File: config.mk
export PLATFORM = sky130hd
export DESIGN_NAME = hamming_word_decoder
export DESIGN_NICKNAME = d
export VERILOG_FILES = /design/src/rtl/hamming_pkg.sv /design/src/rtl/hamming_nibble_fix.sv /design/src/rtl/hamming_word_decoder.sv
export SDC_FILE = /design/constraint.sdc
export NUM_CORES = 1
export LEC_CHECK = 0
export ABC_AREA = 1
export CAP_MARGIN = 20
export CORE_MARGIN = 8
export CORE_UTILIZATION = 45
export DETAILED_ROUTE_END_ITERATION = 16
export MAX_ROUTING_LAYER = met4
export PLACE_DENSITY = 0.69
export RECOVER_POWER = 100
export REMOVE_ABC_BUFFERS = 1
export SYNTH_ARGS = -nofsm -noshare
export SYNTH_HDL_FRONTEND = slang
export SYNTH_SLANG_ARGS = --single-unit
export TNS_END_PERCENT = 5
File: constraint.sdc
create_clock -name clk -period 1.3 [get_ports clk]
set_clock_uncertainty 0.05 [all_clocks]
set_input_delay 0.195 -clock clk [delete_from_list [all_inputs] [get_ports clk]]
set_output_delay 0.195 -clock clk [all_outputs]
set_load 0.005 [all_outputs]
File: src/rtl/hamming_pkg.sv
// Shared definitions for the nibble-Hamming code: widths, syndrome codes,
// the per-nibble parity equations and the syndrome-to-correction map.
package hamming_pkg;

  localparam int NIB_W   = 4;
  localparam int PAR_W   = 3;
  localparam int COUNT_W = 16;

  localparam logic [COUNT_W-1:0] COUNT_MAX = '1;

  // Each single-bit error position yields its own non-zero syndrome.
  typedef enum logic [PAR_W-1:0] {
    SYN_NONE = 3'b000,
    SYN_P0   = 3'b001,
    SYN_P1   = 3'b010,
    SYN_D1   = 3'b011,
    SYN_P2   = 3'b100,
    SYN_D2   = 3'b101,
    SYN_D3   = 3'b110,
    SYN_D0   = 3'b111
  } syndrome_e;

  typedef struct packed {
    logic [NIB_W-1:0] flip;
    logic             par_fix;
  } syn_action_t;

  function automatic logic [PAR_W-1:0] nibble_parity(input logic [NIB_W-1:0] d);
    return {d[0] ^ d[2] ^ d[3],
            d[0] ^ d[1] ^ d[3],
            d[0] ^ d[1] ^ d[2]};
  endfunction

  function automatic syn_action_t syndrome_decode(input logic [PAR_W-1:0] s);
    syn_action_t act;
    act = '0;
    case (syndrome_e'(s))
      SYN_D0:                 act.flip    = 4'b0001;
      SYN_D1:                 act.flip    = 4'b0010;
      SYN_D2:                 act.flip    = 4'b0100;
      SYN_D3:                 act.flip    = 4'b1000;
      SYN_P0, SYN_P1, SYN_P2: act.par_fix = 1'b1;
      default:                act         = '0;
    endcase
    return act;
  endfunction

endpackage

File: src/rtl/hamming_nibble_fix.sv
// Combinational single-nibble corrector: applies the syndrome to one data
// nibble and reports whether a data or a parity bit was at fault.
module hamming_nibble_fix
  import hamming_pkg::*;
(
  input  logic [NIB_W-1:0] d,
  input  logic [PAR_W-1:0] s,
  output logic [NIB_W-1:0] d_corr,
  output logic             data_fix,
  output logic             par_fix
);

  syn_action_t act;

  // NOTE: every output gets a value on every pass, so no latch is inferred.
  always_comb begin
    act      = syndrome_decode(s);
    d_corr   = d ^ act.flip;
    data_fix = |act.flip;
    par_fix  = act.par_fix;
  end

endmodule

File: src/rtl/hamming_word_decoder.sv
// Two-stage nibble-Hamming word decoder with valid/ready on both sides.
// Define HAMMING_DEC_STATS_EN to build the saturating error counter.
module hamming_word_decoder
  import hamming_pkg::*;
#(
  parameter int WIDTH       = 32,
  parameter int BLOCKS      = WIDTH / 4,
  parameter int PARITY_BITS = BLOCKS * 3
) (
  input  logic                   clk,
  input  logic                   reset_n,
  input  logic                   in_valid,
  output logic                   in_ready,
  input  logic [WIDTH-1:0]       in_data,
  input  logic [PARITY_BITS-1:0] in_parity,
  output logic                   out_valid,
  input  logic                   out_ready,
  output logic [WIDTH-1:0]       out_data,
  output logic [BLOCKS-1:0]      out_data_fix,
  output logic [BLOCKS-1:0]      out_par_fix,
  output logic                   out_error,
  input  logic                   clear_count,
  output logic [COUNT_W-1:0]     err_count
);

  logic                   s1_valid_q, s1_valid_d;
  logic [WIDTH-1:0]       s1_data_q,  s1_data_d;
  logic [PARITY_BITS-1:0] s1_syn_q,   s1_syn_d;
  logic                   s2_valid_q, s2_valid_d;
  logic [WIDTH-1:0]       s2_data_q,  s2_data_d;
  logic [BLOCKS-1:0]      s2_dfix_q,  s2_dfix_d;
  logic [BLOCKS-1:0]      s2_pfix_q,  s2_pfix_d;

  logic [PARITY_BITS-1:0] syn_calc;
  logic [WIDTH-1:0]       fix_data;
  logic [BLOCKS-1:0]      fix_dfix;
  logic [BLOCKS-1:0]      fix_pfix;

  logic s2_load;
  logic s1_adv;
  logic in_fire;

  // Stage 2 frees up when empty or draining, which in turn lets stage 1 move.
  assign s2_load  = !s2_valid_q || out_ready;
  assign s1_adv   = s1_valid_q && s2_load;
  assign in_ready = !s1_valid_q || s2_load;
  assign in_fire  = in_valid && in_ready;

  always_comb begin
    syn_calc = '0;
    for (int i = 0; i < BLOCKS; i++) begin
      syn_calc[PAR_W*i +: PAR_W] = in_parity[PAR_W*i +: PAR_W]
                                 ^ nibble_parity(in_data[NIB_W*i +: NIB_W]);
    end
  end

  for (genvar g = 0; g < BLOCKS; g++) begin : g_fix
    hamming_nibble_fix u_fix (
      .d        (s1_data_q[NIB_W*g +: NIB_W]),
      .s        (s1_syn_q[PAR_W*g +: PAR_W]),
      .d_corr   (fix_data[NIB_W*g +: NIB_W]),
      .data_fix (fix_dfix[g]),
      .par_fix  (fix_pfix[g])
    );
  end

  always_comb begin
    s1_valid_d = s1_valid_q;
    s1_data_d  = s1_data_q;
    s1_syn_d   = s1_syn_q;
    if (in_fire) begin
      s1_valid_d = 1'b1;
      s1_data_d  = in_data;
      s1_syn_d   = syn_calc;
    end else if (s1_adv) begin
      s1_valid_d = 1'b0;
    end

    s2_valid_d = s2_valid_q;
    s2_data_d  = s2_data_q;
    s2_dfix_d  = s2_dfix_q;
    s2_pfix_d  = s2_pfix_q;
    if (s2_load) begin
      s2_valid_d = s1_valid_q;
      if (s1_valid_q) begin
        s2_data_d = fix_data;
        s2_dfix_d = fix_dfix;
        s2_pfix_d = fix_pfix;
      end
    end
  end

  // NOTE: datapath flops are reset too, because the outputs must read zero in reset.
  always_ff @(posedge clk or negedge reset_n) begin
    if (!reset_n) begin
      s1_valid_q <= 1'b0;
      s1_data_q  <= '0;
      s1_syn_q   <= '0;
      s2_valid_q <= 1'b0;
      s2_data_q  <= '0;
      s2_dfix_q  <= '0;
      s2_pfix_q  <= '0;
    end else begin
      // NOTE: non-blocking so every flop samples the pre-edge value of the others.
      s1_valid_q <= s1_valid_d;
      s1_data_q  <= s1_data_d;
      s1_syn_q   <= s1_syn_d;
      s2_valid_q <= s2_valid_d;
      s2_data_q  <= s2_data_d;
      s2_dfix_q  <= s2_dfix_d;
      s2_pfix_q  <= s2_pfix_d;
    end
  end

  assign out_valid    = s2_valid_q;
  assign out_data     = s2_data_q;
  assign out_data_fix = s2_dfix_q;
  assign out_par_fix  = s2_pfix_q;
  assign out_error    = (|s2_dfix_q) || (|s2_pfix_q);

`ifdef HAMMING_DEC_STATS_EN
  logic               out_fire;
  logic [COUNT_W-1:0] err_count_q, err_count_d;

  assign out_fire = s2_valid_q && out_ready;

  // Clear wins over a same-cycle increment; the count sticks at its maximum.
  always_comb begin
    err_count_d = err_count_q;
    if (clear_count) begin
      err_count_d = '0;
    end else if (out_fire && out_error && (err_count_q != COUNT_MAX)) begin
      err_count_d = err_count_q + 16'd1;
    end
  end

  always_ff @(posedge clk or negedge reset_n) begin
    if (!reset_n) begin
      err_count_q <= '0;
    end else begin
      err_count_q <= err_count_d;
    end
  end

  assign err_count = err_count_q;
`else
  logic stats_unused;
  assign stats_unused = clear_count;
  assign err_count    = '0;
`endif

endmodule

* After elaboration in Yosys (flattened, before gate mapping)
Cells that the tools add are included. Widths: inputs -> output; s select.
Operators by class: magnitude comparators 0, shift-type cells 0, reductions and logical operators 27, add/subtract/negate cells 0, bitwise operators 56, multipliers 0, multiplexer cells 18, div/mod/pow operators 0, equality and inequality tests 56
Operators by type and width (count):
- $pmux 4 s4 | 8
- $eq 3x3->1 const B | 32
- $eq 3x2->1 const B | 16
- $xor 1x1->1 | 40
- $reduce_or 4->1 | 8
- $xor 4x4->4 | 8
- $eq 3x1->1 const B | 8
- $reduce_or 3->1 | 8
- $xor 3x3->3 | 8
- $reduce_or 8->1 | 2
- $mux 1 | 10
- $logic_or 1x1->1 | 3
- $logic_and 1x1->1 | 2
- $logic_not 1->1 | 2
- $reduce_and 2->1 | 1
- $reduce_bool 2->1 | 1
Word-level totals: flip-flop bits (word level) 106, bits in read-only memories 0, memories kept 0, input bits 61, bits in latches 0, output and inout port bits 67, RAM bits 0, word-level logic and storage cells 164

* Logic depth before layout (Yosys ltp)
Gate-level depths: netlist (run 1).
depth in word-level cells 5, depth in mapped cells 8

* By module
A second synthesis (run 1) with hierarchy kept.
Second synthesis, totals: cells, all modules 1076, area total of the unflattened synthesis 6643.9 µm²
Modules (own cells, without submodules):
- hamming_word_decoder | sequential area each 2652.5 µm², cells each 796, area each 5472.7 µm², times used 1
- hamming_nibble_fix | sequential area each 0.0 µm², cells each 35, area each 146.4 µm², times used 8

* Worst setup path before layout (run 1)
Ideal clock, no wire load.
path type reg-to-reg, from register s2_valid_q, in the netlist out_valid, to register s2_data_q[14], in the netlist out_data[14], stages on the path, launching flop included 8, arrival 0.985 ns, setup slack 0.148 ns, setup time 0.117 ns, path through dfrtp_1 > nand2_1 > nand2_2 > inv_2 > buf_6 > buf_4 > nand3_1 > nand2_1
Between the ends: longest elaborated chain between the ends 3
Ends and longest elaborated chain:
- start: declaration | RTL line hamming_word_decoder.sv:29 | logic s2_valid_q, s2_valid_d;
- start signal: assignment | RTL line hamming_word_decoder.sv:108 | s2_valid_q <= s2_valid_d;
- $logic_not 1->1 | RTL line hamming_word_decoder.sv:44 | assign s2_load = !s2_valid_q || out_ready;
- $logic_or 1x1->1 | RTL line hamming_word_decoder.sv:44
- $reduce_and 2->1 (no source line)
- end signal: assignment | RTL line hamming_word_decoder.sv:109 | s2_data_q <= s2_data_d;
- end: declaration | RTL line hamming_word_decoder.sv:30 | logic [WIDTH-1:0] s2_data_q, s2_data_d;
No other way between the ends. A chain may end at the register's enable or synchronous reset.

* Worst setup path after layout (run 1)
from register s2_pfix_q[4], in the netlist out_par_fix[4], to output out_error
Between the ends: longest elaborated chain between the ends 2
Ends and longest elaborated chain:
- start: declaration | RTL line hamming_word_decoder.sv:32 | logic [BLOCKS-1:0] s2_pfix_q, s2_pfix_d;
- start signal: assignment | RTL line hamming_word_decoder.sv:111 | s2_pfix_q <= s2_pfix_d;
- $reduce_or 8->1 | RTL line hamming_word_decoder.sv:119 | assign out_error = (|s2_dfix_q) || (|s2_pfix_q);
- $logic_or 1x1->1 | RTL line hamming_word_decoder.sv:119
- end: declaration | RTL line hamming_word_decoder.sv:21 | output logic out_error,
No other way between the ends.

==> results of run 1 <==
-- critical path, delay by kind of cell, from the launching register on --
kind | cells | cell delay (ps)
buf+inv | 2 | 270
flops | 1 | 370
simple gates | 4 | 270
-- cells in the final DEF (no fill, tap or decap), drive strengths merged --
| cell type | n |
|---|---|
| nand2 | 456 |
| inv | 107 |
| dfrtp | 106 |
| nand3 | 89 |
| clkdlybuf4s50 | 58 |
| nor2 | 46 |
| buf | 41 |
| o21ai | 40 |
| dlygate4sd2 | 35 |
| o21bai | 32 |
| clkbuf | 30 |
| nand4 | 18 |
| conb | 16 |
| a21oi | 8 |
| bufinv | 3 |
| clkinvlp | 1 |
| clkinv | 1 |
| dlygate4sd3 | 1 |
-- area by class of cell --
cell class | instances | area share (%)
sequential | 106 | 33.3
clock buffer | 10 | 3.00
clock inverter | 5 | 1.29
timing repair buffer | 155 | 17.1
tap | 180 | 2.82
inverter | 107 | 5.04
multi-input combinational | 705 | 37.5
-- flip-flops by register name, indices dropped and copies added, names as in the netlist --
signal	count
s1_syn_q	24
s1_valid_q	1
out_data	32
out_data_fix	8
s1_data_q	32
out_par_fix	8
out_valid	1
-- routing by layer --
metal,wire length [um],share of wire (%)
met1,7280,49
met5,0,0
met4,233,1.6
met2,6860,46
met3,552,3.7
-- power by group --
part / internal (mW) / switching, mW / total (mW) / leakage (nW)
Combinational: 1.84 / 1.97 / 3.81 / 3.02
Sequential: 4.14 / 0.692 / 4.83 / 1.29
Clock: 1.92 / 1.14 / 3.06 / 0.165
Total: 7.90 / 3.80 / 11.7 / 4.47
-- cells by family after synthesis --
kind of cell | count (synthesis)
other cells | 1
flops | 106
compound gates | 80
simple gates | 609
buf+inv | 152
-- final timing paths --
path	startpoint	depth (start not counted)	end
worst min-delay path	reset_n	2	s1_data_q[17]
min in group clk	out_data[21]	2	out_data[21]
max in group asynchronous	reset_n	3	out_par_fix[6]
worst max register to register	s1_valid_q	5	out_par_fix[0]
worst max-delay path	out_par_fix[4]	6	out_error
worst min register to register	out_data[21]	2	out_data[21]
-- repair_timing --
item	4_1_cts	5_1_grt
endpoints found under the setup margin	51	10
hold endpoints to repair	17	0
resized for setup	84	10
pin swaps	3	3
setup buffers	3	2
hold buffers	1	0
==> run summary, run 1 <==
Slew margin rel. -> 58.0%
Post-DP Area -> 7750 um2
Nets -> 1145
Drt first-iter violations -> 357
Post-route worst setup slack -> -200 ps
Post-Synth XOR/XNOR Area -> 0%
RSZ-0062 raised after global routing -> yes
Failing checks -> setup timing
Worst VDD drop -> 0.663 mV
Dpl cells -> 1247
Initial Util -> 45.6%
Area of the multi-input gates -> 2990 um2
HP Class -> in2async
CTS Buf Count -> 9
Max Cap Viol -> 0
Vias in the first global route -> 5520
Via count -> 5937
Final Setup Violations -> 5
Routability cong. -> 0.805
Pwr dens -> 1470 nW/um2
Crit Path Max Fanout -> 2
Drc violations -> 0
Share of cells above drive strength 1 -> 7.44%
# IOs -> 128
Critical path data required time -> 1050 ps
Sink Count -> 106
Slew Viols, Final -> 0
Fin Setup TNS -> -262 ps
Asr flop ratio synth -> 100%
I/O Buffers -> 110
Mean Syn Cell Area -> 6.63 um2
Post-synthesis compound-gate area fraction -> 7.65%
N_diodes -> 0
Max incr delay on CP -> 370 ps
Leading area contributor after synthesis -> dfrtp_1
Power Total -> 11.7 mW
DR vias/cell -> 4.68
Root Driver -> clkbuf_16
Max Freq -> 667 MHz
Initial antenna violation count -> 0
Proportion of synthesized area in mux cells -> 0%
Yosys cell types -> 17
CP Capture Type -> output port
WP data arrival -> 1250 ps
Hpwl dp -> 11.4 mm
Final Cycle Share -> 115%
Met2 Track Usage GR -> 27.8%
Fill cells -> 1384
Fin area -> 7980 um2
Synth cell count leaders -> 454 x nand2_1, 106 x dfrtp_1, 105 x inv_1, 88 x nand3_1, 46 x nor2_1
Worst skew pair latency -> 340 ps
Die height -> 134 um
DR WL/cell -> 11.8 um
Mapped cell area -> 6280 um2
Dpl ws -> -257 ps
Critical path, cell by cell -> buf_4, nor2_2, nand2_1, nor2_1, nand2_1, buf_2
First-pass GRT wire length -> 25.2 mm
Met3 Track Usage GR -> 2.73%
CP Class -> reg2out
Post-layout util -> 57.9%
Most Used Layer, Global Route -> met2
Leak pwr -> 4.47 nW
Met1 Usage GRT -> 22.0%
Final hold slack -> 362 ps
Area delta synth->final -> 26.9%
EDFF count, synth -> 0
Core Area -> 13800 um2
Most frequent cell after synthesis -> nand2_1
Synth Flop Type -> dfrtp_1
Layout Cells excl Fill -> 1268
Most used cell, CP -> nand2_1
Simple-gate area share of the yosys netlist -> 39.0%
Sequential fraction of the synthesis area -> 42.2%
CTS tree -> yes
Seq. cell area -> 2650 um2
Least-Margin Pin Slew -> 630 ps
Synth top area cells -> dfrtp_1 42%, nand2_1 27%, nand3_1 7.0%, inv_1 6.3%, o21bai_1 3.8%
Clk buf depth -> 2
Crit start category -> flop
Warnings from Yosys -> 0
Synth top area share -> 42.2%
Largest family of logic cells by synthesized area -> simple AND/OR/NAND/NOR gates
Residual overflow from global routing -> 0
TritonRoute pass-1 iters -> 5
DRT Wirelength -> 14.9 mm
Mapped Cells -> 948
Slack of the worst reg-to-reg path -> -10 ps
H-Tree Depth -> 3
Pin count of the biggest net entering global routing -> 56
Slowest-stage cell, CP -> dfrtp_1
Seq cells post-synth -> 106
Die Area -> 18000 um2
GRT Util Overall -> 17.3%
Die W -> 134 um
FP Rows -> 43
Status -> finished with violations
Adder-cell area share of the yosys netlist -> 0%
Min Clock Period, post-route -> 1500 ps
CTS clk-pin slew, worst paths -> 70 ps
Final Hold Vio Count -> 0
Antenna-violating nets left -> 0
(Power assumes the default switching activity.)
==> run 2, diff against run 1 <==
ABC_AREA = 0   (was 1)
CORE_MARGIN = unset   (was 8)
PLACE_DENSITY = 0.7   (was 0.69)
==> run 2 against run 1 <==
The run still ends with setup timing left. Combinational power is 44% higher. Synthesized cell count is 50% lower. Count of clock-buffer cells in the layout up 1. Worst hold slack worse by 45 ps. Highest routed layer unchanged.
==> run summary, run 2 <==
Synth top area share -> 45.1% (+2.9 points)
Slack of the worst reg-to-reg path -> -340 ps (-330 ps)
Post-route worst setup slack -> -369 ps (-169 ps)
Most frequent cells in the layout -> 103 x dfrtp_1, 58 x mux2_4, 58 x clkdlybuf4s50_1
Max Cap Viol -> 0 (unchanged)
Worst r2r dst -> s1_syn_q[22]
Core Area -> 12700 um2 (-8.0%)
Worst skew pair latency -> 350 ps (about the same)
Most frequent cell after synthesis -> dfrtp_1
Yosys cell types -> 28 (+11)
I/O Buffers -> 110 (unchanged)
Slew margin rel. -> 63.0% (+5.0 points)
Layout Cells excl Fill -> 824 (-35%)
Die height -> 116 um (-13%)
Fin area -> 8040 um2 (+0.80%)
Crit start category -> flop
N_diodes -> 0 (unchanged)
FP Rows -> 41 (-4.7%)
CTS Buf Count -> 9 (unchanged)
Warnings from Yosys -> 0 (unchanged)
EDFF count, synth -> 0 (unchanged)
CP Capture Type -> output port
Drc violations -> 0 (unchanged)
Nets -> 710 (-38%)
CTS clk-pin slew, worst paths -> 70 ps (about the same)
Buf/Inv on CP -> 1 (-1)
Power Total -> 13.0 mW (+11%)
Antenna-violating nets left -> 0 (unchanged)
Initial Util -> 46.4% (+0.77 points)
Reg2reg start -> out_valid
Worst VDD drop -> 0.907 mV (+37%)
Simple-gate area share of the yosys netlist -> 5.15% (-34 points)
Critical path data required time -> 1050 ps (about the same)
# IOs -> 128 (unchanged)
Slew Viols, Final -> 0 (unchanged)
TritonRoute pass-1 iters -> 4 (-1)
Post-Synth XOR/XNOR Area -> 15.5% (+15 points)
Routability cong. -> 0.776 (-3.5%)
Fill cells -> 1020 (-26%)
Synth Flop Type -> dfrtp_1
Mapped Cells -> 475 (-50%)
Failing checks -> setup timing
Max incr delay on CP -> 410 ps (+40 ps)
Min Clock Period, post-route -> 1670 ps (+169 ps)
Commonest non-fill, non-tap cell in the layout -> dfrtp_1
Adder-cell area share of the yosys netlist -> 1.36% (+1.4 points)
CTS tree -> yes
Status -> finished with violations
Die W -> 116 um (-13%)
Slowest-stage cell, CP -> dfrtp_1
Clock group share of total power -> 19.0% (-7.2 points)
Largest family of logic cells by synthesized area -> XOR/XNOR gates
Hpwl dp -> 9.07 mm (-20%)
HP Class -> in2async
DRT Wirelength -> 13.1 mm (-12%)
Dpl cells -> 796 (-36%)
Pin count of the biggest net entering global routing -> 32 (-43%)
Final Setup Violations -> 89 (+84)
Final Hold Vio Count -> 0 (unchanged)
Combinational Power Share -> 42.2% (+9.6 points)
Residual overflow from global routing -> 0 (unchanged)
Synth top area cells -> dfrtp_1 45%, mux2_4 12%, xor2_1 8.3%, xnor2_1 7.2%, nand3b_1 3.1%
RSZ-0062 raised after global routing -> yes
Drt first-iter violations -> 139 (-61%)
Mean Syn Cell Area -> 12.4 um2 (+87%)
CP top delay family -> simple AND/OR/NAND/NOR gates
Post-DP Area -> 7580 um2 (-2.2%)
GRT Util Overall -> 20.5% (+3.2 points)
First-pass GRT wire length -> 20.3 mm (-19%)
CP startpoint -> out_par_fix[6]
DR WL/cell -> 15.9 um (+36%)
Max Freq -> 599 MHz (-10%)
Crit Path Max Fanout -> 2 (unchanged)
Initial antenna violation count -> 0 (unchanged)
Mapped cell area -> 5880 um2 (-6.5%)
Share of cells above drive strength 1 -> 35.9% (+28 points)
Critical path, cell by cell -> nor4_4, nand4_1, buf_2
Post-layout util -> 63.4% (+5.5 points)
Synth cell count leaders -> 106 x dfrtp_1, 56 x xor2_1, 48 x xnor2_1, 47 x mux2_4, 34 x a21oi_1
Dpl ws -> -531 ps (-274 ps)
Asr flop ratio synth -> 100% (unchanged)
Critical path destination -> out_error
WP data arrival -> 1420 ps (+170 ps)
H-Tree Depth -> 3 (unchanged)
Proportion of synthesized area in mux cells -> 15.3% (+15 points)
Root Driver -> clkbuf_16
Vias in the first global route -> 4125 (-25%)
Sw Pwr -> 4.24 mW (+12%)
Clk buf depth -> 2 (unchanged)
Least-Margin Pin Slew -> 555 ps (-75.0 ps)
CP Class -> reg2out
Post-synthesis compound-gate area fraction -> 11.2% (+3.6 points)
Switching part of the total -> 32.7% (+0.20 points)
Leak pwr -> 3.45 nW (-23%)
Pwr dens -> 1620 nW/um2 (+10%)
Seq cells post-synth -> 106 (unchanged)
Final Cycle Share -> 128% (+13 points)
Crit path depth -> 3 (-3)
Sink Count -> 106 (unchanged)
Sequential fraction of the synthesis area -> 45.1% (+2.9 points)
FF-to-FF path depth -> 5 (unchanged)
Die Area -> 13500 um2 (-25%)
Area delta synth->final -> 36.8%
DR vias/cell -> 4.89 (+4.4%)
Cell Int Power -> 8.75 mW (+11%)
Leading area contributor after synthesis -> dfrtp_1
Sequential power share -> 38.8% (-2.5 points)
Via count -> 4027 (-32%)
## run 2: stage by stage
step                      TNS [ps]  hold WS (ps)
after global routing        -23650           352
after CTS                    -9150           237
final                       -17710           317
after detailed placement    -37600          72.4
after global placement      -35690          69.4
after floorplan            -160530          -151
## run 2: kinds of logic after synthesis
| group | after synthesis |
|---|---|
| fa+ha+maj | 8 |
| simple gates | 43 |
| mux | 64 |
| xor+xnor | 104 |
| buf+inv | 61 |
| other cells | 1 |
| flops | 106 |
| compound gates | 88 |
## run 2: worst min-delay path by stage
| stage | from | to | slack [ps] | cells after the start |
|---|---|---|---|---|
| after floorplan | reset_n | out_data[0] | -150 | 0 |
| after global placement | reset_n | s1_data_q[23] | 70 | 1 |
| after detailed placement | reset_n | s1_data_q[23] | 70 | 1 |
| after CTS | reset_n | s1_data_q[23] | 240 | 2 |
| after global routing | reset_n | s1_data_q[21] | 350 | 2 |
| final | reset_n | s1_data_q[20] | 320 | 2 |
## run 2: area by class of cell
cell class	count	area, um2	share of cell area, %
timing repair buffer	201	1820	22.6
sequential	106	2660	33.0
multi-input combinational	323	3060	38.0
tap	172	215	2.68
inverter	8	30.0	0.374
clock buffer	11	243	3.02
clock inverter	3	17.5	0.218
## run 2: timing repair
action                                  CTS  global route
hold buffers                              1             0
endpoints found under the setup margin  144           120
gates resized for setup                 110            51
endpoints found under the hold margin    45             0
pin swaps                                 3             3
buffers inserted                          5             8
gates cloned                              0             3
## run 2: power groups by stage
stage	logic, mW	clock network [mW]	registers, mW
2_1_floorplan	2.45	0	5.15
6_report	5.48	2.47	5.04
5_1_grt	5.97	2.66	5.17
3_5_place_dp	5.57	0	4.99
4_1_cts	5.45	2.54	5.00
3_3_place_gp	5.46	0	4.95
## run 2: routing by layer
| layer | vias up | track usage [%] | wire [um] |
|---|---|---|---|
| met3 | 13 | 5.81 | 738 |
| met1 | 1978 | 24.0 | 5600 |
| met4 | 0 | 5.73 | 152 |
| met2 | 102 | 34.5 | 6650 |
| met5 | - | - | 0 |
| li1 | 1934 | - | - |
==> run 3, diff against run 2 <==
CTS_BUF_LIST = sky130_fd_sc_hd__clkbuf_16   (was unset)
==> run 3 against run 2 <==
The run still ends with setup timing left. Non-clock buffer count unchanged. Final cell count unchanged. Sequential power about the same. Via count about the same. Utilization down 0.069 points. Worst setup slack about the same. Sequential share of layout area about the same. Register-to-register slack about the same.
==> run summary, run 3 (synthesis gave the netlist of run 2 again) <==
HP Class -> in2async
Most frequent cells in the layout -> 103 x dfrtp_1, 58 x mux2_4, 58 x clkdlybuf4s50_1
Worst skew pair latency -> 350 ps (about the same)
CP Capture Type -> output port
Final Setup Violations -> 89 (unchanged)
WP data arrival -> 1420 ps (about the same)
DRT Wirelength -> 13.2 mm (+0.13%)
Crit start category -> flop
Max incr delay on CP -> 410 ps (about the same)
Reg2reg start -> out_valid
Fill cells -> 1021 (+0.098%)
DR WL/cell -> 16.0 um (+0.13%)
Max Freq -> 599 MHz (about the same)
Post-route worst setup slack -> -369 ps (+0.119 ps)
# IOs -> 128 (unchanged)
CTS tree -> yes
Sink Count -> 106 (unchanged)
Slew Viols, Final -> 0 (unchanged)
Leak pwr -> 3.45 nW (about the same)
RSZ-0062 raised after global routing -> yes
Final Cycle Share -> 128% (about the same)
Vias in the first global route -> 4138 (+0.32%)
Die Area -> 13500 um2 (unchanged)
CTS Buf Count -> 9 (unchanged)
Hpwl dp -> 9.07 mm (unchanged)
H-Tree Depth -> 3 (unchanged)
Nets -> 710 (unchanged)
Dpl ws -> -531 ps (unchanged)
Clk buf depth -> 2 (unchanged)
First-pass GRT wire length -> 20.4 mm (+0.30%)
Pwr dens -> 1610 nW/um2 (-0.38%)
Crit Path Max Fanout -> 2 (unchanged)
Status -> finished with violations
Residual overflow from global routing -> 0 (unchanged)
Die W -> 116 um (unchanged)
Post-layout util -> 63.4% (-0.069 points)
CP top delay family -> simple AND/OR/NAND/NOR gates
DR vias/cell -> 4.88 (about the same)
Via count -> 4025 (-0.050%)
FP Rows -> 41 (unchanged)
Commonest non-fill, non-tap cell in the layout -> dfrtp_1
Routability cong. -> 0.776 (unchanged)
Initial antenna violation count -> 0 (unchanged)
Final Hold Vio Count -> 0 (unchanged)
I/O Buffers -> 110 (unchanged)
Min Clock Period, post-route -> 1670 ps (-0.119 ps)
Critical path, cell by cell -> nor4_4, nand4_1, buf_2
GRT Util Overall -> 20.6% (+0.046 points)
Slew margin rel. -> 63.1% (+0.090 points)
Least-Margin Pin Slew -> 554 ps (-1.35 ps)
Failing checks -> setup timing
Initial Util -> 46.4% (unchanged)
Met1 Usage GRT -> 24.1% (+0.034 points)
Buf/Inv on CP -> 1 (unchanged)
Root Driver -> clkbuf_16
N_diodes -> 0 (unchanged)
Met2 Track Usage GR -> 34.6% (+0.12 points)
Die height -> 116 um (unchanged)
CP Class -> reg2out
Share of cells above drive strength 1 -> 35.7% (-0.15 points)
Critical path data required time -> 1050 ps (about the same)
Max Cap Viol -> 0 (unchanged)
Met3 Track Usage GR -> 5.81% (unchanged)
CTS clk-pin slew, worst paths -> 70 ps (about the same)
Drc violations -> 0 (unchanged)
Pin count of the biggest net entering global routing -> 32 (unchanged)
TritonRoute pass-1 iters -> 4 (unchanged)
CP startpoint -> out_par_fix[6]
Core Area -> 12700 um2 (unchanged)
Worst VDD drop -> 0.920 mV (+1.4%)
Slowest-stage cell, CP -> dfrtp_1
Antenna-violating nets left -> 0 (unchanged)
Drt first-iter violations -> 140 (+0.72%)
Most Used Layer, Global Route -> met2
Area delta synth->final -> 36.6%
[run 3: changes by cell type in the layout (fill, tap and decap cells not counted)]
cell             change
clkbuf_1             -1
clkbuf_8             -1
clkdlybuf4s15_1      +1
clkinv_1             +1
dlygate4sd2_1        -1
inv_1                +1
[run 3: per-stage QoR]
| step | cell area, um2 | hold slack, ps | TNS (ps) | power [mW] | instances |
|---|---|---|---|---|---|
| after CTS | 7910 | 236 | -9150 | 12.9 | 813 |
| after detailed placement | 7580 | 72.4 | -37600 | 10.6 | 796 |
| after global routing | 8030 | 352 | -23650 | 13.7 | 824 |
| after floorplan | 5590 | -151 | -160530 | 7.60 | 437 |
| after global placement | 7580 | 69.4 | -35690 | 10.4 | 796 |
| final | 8030 | 316 | -17710 | 12.9 | 824 |
[run 3: power by group]
part           switching [mW]  internal, mW
combinational            2.33          3.16
clock                    1.14          1.26
sequential              0.774          4.27
[run 3: cell type report]
type | count | area (um2) | area share, %
Timing Repair Buffer | 201 | 1820 | 22.7
Clock inverter | 5 | 25.0 | 0.312
Sequential cell | 106 | 2660 | 33.1
Clock buffer | 9 | 225 | 2.80
Inverter | 8 | 30.0 | 0.374
Multi-Input combinational cell | 323 | 3060 | 38.1
Tap cell | 172 | 215 | 2.68
[run 3: timing repair]
action,CTS,global route
resized for setup,110,52
setup endpoints to repair,144,121
cloned,0,3
buffers inserted,5,8
hold buffers,1,0
pin swaps,3,3
hold endpoints to repair,45,0
[run 3: worst paths after layout]
path	to	slack, ps	depth (start not counted)
hold reg to reg	out_data[24]	460	2
setup / recovery	out_error	-370	3
setup reg to reg	s1_syn_q[22]	-340	5
hold / removal	s1_data_q[20]	320	2
min in group clk	s1_data_q[30]	460	2
max in group asynchronous	out_par_fix[3]	100	3
[run 3: layer usage]
| layer | wire length [um] | part of all wire (%) | vias to the layer above |
|---|---|---|---|
| met5 | 0 | 0 | - |
| met4 | 152 | 1.2 | 0 |
| met3 | 741 | 5.6 | 13 |
| met2 | 6670 | 51 | 102 |
| met1 | 5600 | 43 | 1977 |
| li1 | - | - | 1933 |
